==> config.mk <==
export PLATFORM = sky130hd
export DESIGN_NAME = divider_nb
export DESIGN_NICKNAME = d
export VERILOG_FILES = /design/src/rtl/divider_nb.sv
export SDC_FILE = /design/constraint.sdc
export NUM_CORES = 1
export LEC_CHECK = 0
export BUFFER_PORTS_ARGS = -buffer_cell sky130_fd_sc_hd__buf_2
export CORE_MARGIN = 2
export CORE_UTILIZATION = 55
export CTS_CLUSTER_SIZE = 30
export DETAILED_ROUTE_END_ITERATION = 16
export PLACE_DENSITY_LB_ADDON = 0.12
export SLEW_MARGIN = 10
export SYNTH_ARGS = -nofsm -noshare
export SYNTH_HDL_FRONTEND = slang
export SYNTH_SLANG_ARGS = --single-unit
==> constraint.sdc <==
create_clock -name clk -period 8.4 [get_ports clk]
set_input_delay 1.26 -clock clk [delete_from_list [all_inputs] [get_ports clk]]
set_output_delay 1.26 -clock clk [all_outputs]
set_load 0.1 [all_outputs]
==> src/rtl/divider_nb.sv <==
// rtl/divider_nb.sv - nb-bit restoring divider, one quotient bit per cycle.
// Signed operation is enabled by defining DIVIDER_NB_SIGNED_EN; unsigned otherwise.
module divider_nb #(
  parameter int nb = 32
) (
  input  logic          clk,
  input  logic          rst_n,
  input  logic          start,
  input  logic [nb-1:0] A,
  input  logic [nb-1:0] B,
  output logic [nb-1:0] Quotient,
  output logic [nb-1:0] Remainder,
  output logic          div_by_zero,
  output logic          ready
);

`ifdef DIVIDER_NB_SIGNED_EN
  localparam bit SIGNED_EN = 1'b1;
`else
  localparam bit SIGNED_EN = 1'b0;
`endif

  localparam int CW = $clog2(nb + 1);

  typedef enum logic [1:0] {IDLE, RUN, FIX} state_t;

  state_t        r_state;
  logic [CW-1:0] r_cnt;
  logic [nb-1:0] r_dvd;
  logic [nb-1:0] r_dvs;
  logic [nb-1:0] r_rem;
  logic [nb-1:0] r_a;
  logic          r_neg_a;
  logic          r_neg_q;
  logic          r_bz;

  logic          w_sa;
  logic          w_sb;
  logic [nb-1:0] w_mag_a;
  logic [nb-1:0] w_mag_b;
  logic [nb:0]   w_rsh;
  logic          w_ge;
  logic [nb-1:0] w_diff;

  assign w_sa    = SIGNED_EN & A[nb-1];
  assign w_sb    = SIGNED_EN & B[nb-1];
  assign w_mag_a = w_sa ? (~A + 1'b1) : A;
  assign w_mag_b = w_sb ? (~B + 1'b1) : B;

  // Partial remainder is nb+1 bits: previous remainder shifted left plus next dividend bit.
  assign w_rsh  = {r_rem, r_dvd[nb-1]};
  assign w_ge   = (w_rsh >= {1'b0, r_dvs});
  assign w_diff = w_rsh[nb-1:0] - r_dvs;

  always_ff @(posedge clk or negedge rst_n) begin
    if (!rst_n) begin
      r_state     <= IDLE;
      r_cnt       <= '0;
      r_dvd       <= '0;
      r_dvs       <= '0;
      r_rem       <= '0;
      r_a         <= '0;
      r_neg_a     <= 1'b0;
      r_neg_q     <= 1'b0;
      r_bz        <= 1'b0;
      Quotient    <= '0;
      Remainder   <= '0;
      div_by_zero <= 1'b0;
      ready       <= 1'b0;
    end else begin
      case (r_state)
        IDLE: begin
          if (start) begin
            r_dvd   <= w_mag_a;
            r_dvs   <= w_mag_b;
            r_rem   <= '0;
            r_a     <= A;
            r_neg_a <= w_sa;
            r_neg_q <= w_sa ^ w_sb;
            r_bz    <= (B == '0);
            r_cnt   <= CW'(nb);
            ready   <= 1'b0;
            r_state <= RUN;
          end
        end
        RUN: begin
          r_rem <= w_ge ? w_diff : w_rsh[nb-1:0];
          r_dvd <= {r_dvd[nb-2:0], w_ge};
          r_cnt <= r_cnt - 1'b1;
          if (r_cnt == CW'(1)) r_state <= FIX;
        end
        FIX: begin
          // Magnitude of the most negative value negates to itself, giving the wrapped overflow quotient.
          if (r_bz) begin
            Quotient  <= '1;
            Remainder <= r_a;
          end else begin
            Quotient  <= r_neg_q ? (~r_dvd + 1'b1) : r_dvd;
            Remainder <= r_neg_a ? (~r_rem + 1'b1) : r_rem;
          end
          div_by_zero <= r_bz;
          ready       <= 1'b1;
          r_state     <= IDLE;
        end
        default: r_state <= IDLE;
      endcase
    end
  end

endmodule

[After elaboration in Yosys (flattened, before gate mapping)]
Index checks and enable logic that the tools add are counted.
Word-level totals
  bits in registers: 203
  input port bits: 67
  output and inout bits: 66
  logic and storage cells: 41
Cells by class
  add/subtract/negate cells: 2
  magnitude comparators: 1
  eq/ne operators: 5
  mux-type cells: 14
  reductions and logical operators: 8
Operators with widths (count)
  2-to-1 mux 32 bit: 5
  one-hot mux 32 bit (2 select lines): 2
  greater-or-equal comparator 33 x 32 -> 1 bit: 1
  zero test 32 bit: 1
  subtractor 32 bit: 1
  one-hot mux 6 bit (2 select lines): 1
  AND reduction 2 bit: 4
  equality test 6 x 1 -> 1 bit (second input constant): 1
  2-to-1 mux 6 bit: 1
  subtractor 6 x 1 -> 6 bit (second input constant): 1
  2-to-1 mux 2 bit: 2
  != test 2 bit (second input constant): 2
  one-hot mux 2 bit (2 select lines): 1
  nonzero test 2 bit: 2
  equality test 2 x 1 -> 1 bit (second input constant): 1
  equality test 2 bit (second input constant): 1
  zero test 2 bit: 1
  one-hot mux 1 bit (2 select lines): 1
  2-to-1 mux 1 bit: 1

[Depth between registers and ports, before layout]
  depth in word-level cells: 3
  mapped depth: 13
  mapped depth without buffers: 12

[Worst setup path after synthesis]
Ideal clock, no wire load.
  path kind: register to register
  start point: reg r_rem[2]
  end point: reg r_rem[10]
  library setup time: 0.137 ns
  arrival time: 2.819 ns
  data required time: 8.263 ns
  slack: 5.444 ns
  stages on the path, launching flop included: 12
  path buffers: 1
  period minus slack after synthesis: 2.956 ns
  cells stage by stage: dfrtp_1 ha_1 a21o_1 a21oi_1 a211oi_1 o31ai_4 o21ba_2 a21oi_4 a211oi_4 buf_6 mux2i_1 o21ai_0
Between the ends
  longest elaborated chain between the ends: 3
  elaborated cells on any way between the ends: 4
  those cells by class: 1 x add/sub; 1 x order compare; 2 x mux
Ends and longest elaborated chain
  start: declaration: RTL line 31  | logic [nb-1:0] r_rem;
  start signal: assignment: RTL line 87  | r_rem <= w_ge ? w_diff : w_rsh[nb-1:0];
  subtractor 32 bit or greater-or-equal comparator 33 x 32 -> 1 bit (tied branches): RTL line 53, 52
  2-to-1 mux 32 bit (*): RTL line 87
  one-hot mux 32 bit (2 select lines) (*): RTL line 71  | case (r_state)
Every way passes the cells marked *; elsewhere a longest branch is shown, timed or not.
A chain may end at the register's enable or synchronous reset.

[Worst setup path in the final report]
  start point: reg r_rem[2]
  end point: reg r_rem[16]
Same word-level chain as after synthesis.

==> metrics.yaml <==
outcome: "finished, final reports clean"
synth_area_leaders: "dfrtp_1 (49%), nand2_1 (9.7%), o21ai_0 (7.4%)"
synth-edff-count: 0
hold_class: "register to register"
rsz0062_at_grt: "no"
hold_viol_final: 0
synth_cell_types: 58
insertion_delay_ns: 0.50
cts_tree: "done"
cp_max_fo: 41
first_iter_violations: 621
die_h_um: 141.5
clock_skew_ns: 0.009933
netlist.area_leader.share_pct: 48.89
ff_latch_area_um2: 5081
clock-sinks: 203
post-route-util_pct: 63.94
root_buffer: "clkbuf_16"
dp_hpwl_mm: 18.01
rows: 50
numCtsBuffers: 22
vdd_ir_drop_max_mv: 0.3216
cts_hold_buf: 0
worst_slew_pin_slew_ns: 0.9862
drv_slew: 0
ys.flop_type: "dfrtp_1"
path_class: "register to register"
clock_path_buffers: 3
fin_crit_sh_pct: 46.25
ys_seq_elements: 203
drc: 0
cts.reportedPaths.clkPinSlew_ns: 0.06
die-area_um2: 20010
cts_setup_buffers: 0
nFillCells: 1652
dr_total_vias: 8525
pre_cts_ws_ns: 4.611
fin_crit_ns: 3.885
synth_commonest_cells: "nand2_1 (268), dfrtp_1 (203), o21ai_0 (153)"
avgSynthCellArea_um2: 9.147
syn_inst: 1136
final-setup-viol-count: 0
nets: 1339
cp.arrival_ns: 4.25
yosysSeqAreaShare_pct: 48.89
syn-cell-area_um2: 10390
power_density_nw_per_um2: 504.8
grt_max_degree: 93
antenna_left: 0
tns_ns: 0
yosys.area.top_type: "dfrtp_1"
wire_per_inst_um: 17.62
coreArea_um2: 18640
start_kind: "register"
cts-htree-levels: 1
area_growth_syn_to_layout_pct: 14.71
wirelength_mm: 26.20
pin_count: 133
ys_warn_count: 0
port_buffers: 132
max_freq_mhz: 257.4
drive_gt1_share_pct: 16.77
synthesis.nets: 1238
synth.most_common_cell: "nand2_1"
dr.pass1.iters: 6
relSlewSlack_pct: 34.12
gp_congestion: 0.8969
multi_input_area_um2: 4885
required_ns: 8.77
grt_pass1_wl_mm: 42.95
die_w_um: 141.5
cts_resized: 0
antenna_found_initial: 0
grt.total_usage_pct: 26.54
p_leak_uw: 0.005582
ys_async_sr_fraction_pct: 100.0
maxCapViolations: 0
end_kind: "register"
start_util_pct: 55.74
grt.overflow.total: 0
first_global_vias: 8158
routed_via_density: 5.733
fin_ws_ns: 4.515
per-stage QoR:
step	instance area, um^2	hold slack [ns]	std cells	total power (uW)
after floorplan	10390	0.4454	1136	4346
after global placement	11190	0.4560	1447	4958
after detailed placement	11190	0.4649	1447	5025
after CTS	11920	0.4779	1486	6018
after global routing	11920	0.4965	1486	6453
final	11920	0.4689	1487	6017
path summary, 6_finish.rpt:
| kind | startpoint | endpoint | slack (ns) | cells after the start |
|---|---|---|---|---|
| min in group asynchronous | rst_n | r_a[8] | 0.82 | 1 |
| worst max register to register | r_rem[2] | r_rem[16] | 4.52 | 11 |
| worst max-delay path | r_rem[2] | r_rem[16] | 4.52 | 11 |
| worst min register to register | Quotient[3] | Quotient[3] | 0.47 | 2 |
| max in group asynchronous | rst_n | Quotient[28] | 6.28 | 2 |
| worst min-delay path | Quotient[3] | Quotient[3] | 0.47 | 2 |
cells by family after synthesis:
group	after synthesis	synth area share [%]
AO/OA/AOI/OAI	299	18.88
XOR/XNOR	27	2.276
adder cells (fa/ha/maj)	35	4.287
buffers and inverters	113	4.383
flip-flops	203	48.89
multiplexers	45	4.347
AND/OR/NAND/NOR	414	16.94
area by class of cell:
class | instances | share of cell area, %
Tap cell | 234 | 2.456
Multi-Input combinational cell | 820 | 40.98
Timing Repair Buffer | 145 | 6.434
Inverter | 45 | 1.417
Clock inverter | 9 | 0.8502
Antenna cell | 1 | 0.02099
Sequential cell | 203 | 42.63
Clock buffer | 30 | 5.217
placed cells by master (no fill, tap or decap), drive strengths merged, types with 5 or more instances in the layout:
cell type / count
nand2b: 12
o21bai: 5
nor2b: 10
buf: 144
o21ai: 157
ha: 34
a21o: 12
xnor2: 17
xor2: 10
nor2: 55
nand2: 268
nor4: 8
inv: 45
a32oi: 5
mux2i: 44
clkinv: 6
o31ai: 9
clkbuf: 31
a21oi: 35
nand4: 10
nand3: 28
nor3: 9
o311ai: 17
dfrtp: 203
a22oi: 31
state kept, by name, indices dropped and copies added (netlist names):
name and count:
r_state 2, r_rem 32, r_bz 1, div_by_zero 1
r_a 32, Remainder 32, r_dvs 32, r_cnt 6
ready 1, Quotient 32, r_dvd 32
power by group:
group	total (uW)	leakage, uW	internal, uW	switching [uW]
clock network	971	0.000356	580	391
logic	3340	0.00264	1200	2140
registers	1710	0.00259	1400	305
per-layer routing:
layer / share of wire, % / global-route usage, % / vias to the layer above
met5: 0 / 0 / -
met4: 2.8 / 7.579 / 0
met3: 6.9 / 3.982 / 50
met2: 45 / 41.59 / 272
met1: 45 / 38.74 / 4064
li1: - / - / 4139
critical path: stages (launching register included):
cell and delay, ns:
dfrtp_1 0.42, ha_1 0.38, a21o_1 0.21, a21oi_1 0.22, a211oi_1 0.18, o31ai_4 0.33
o21ba_2 0.31, a21oi_4 0.09, a211oi_4 0.67, buf_4 0.59, mux2i_1 0.28, o21ai_1 0.07
(Power assumes the default switching activity.)
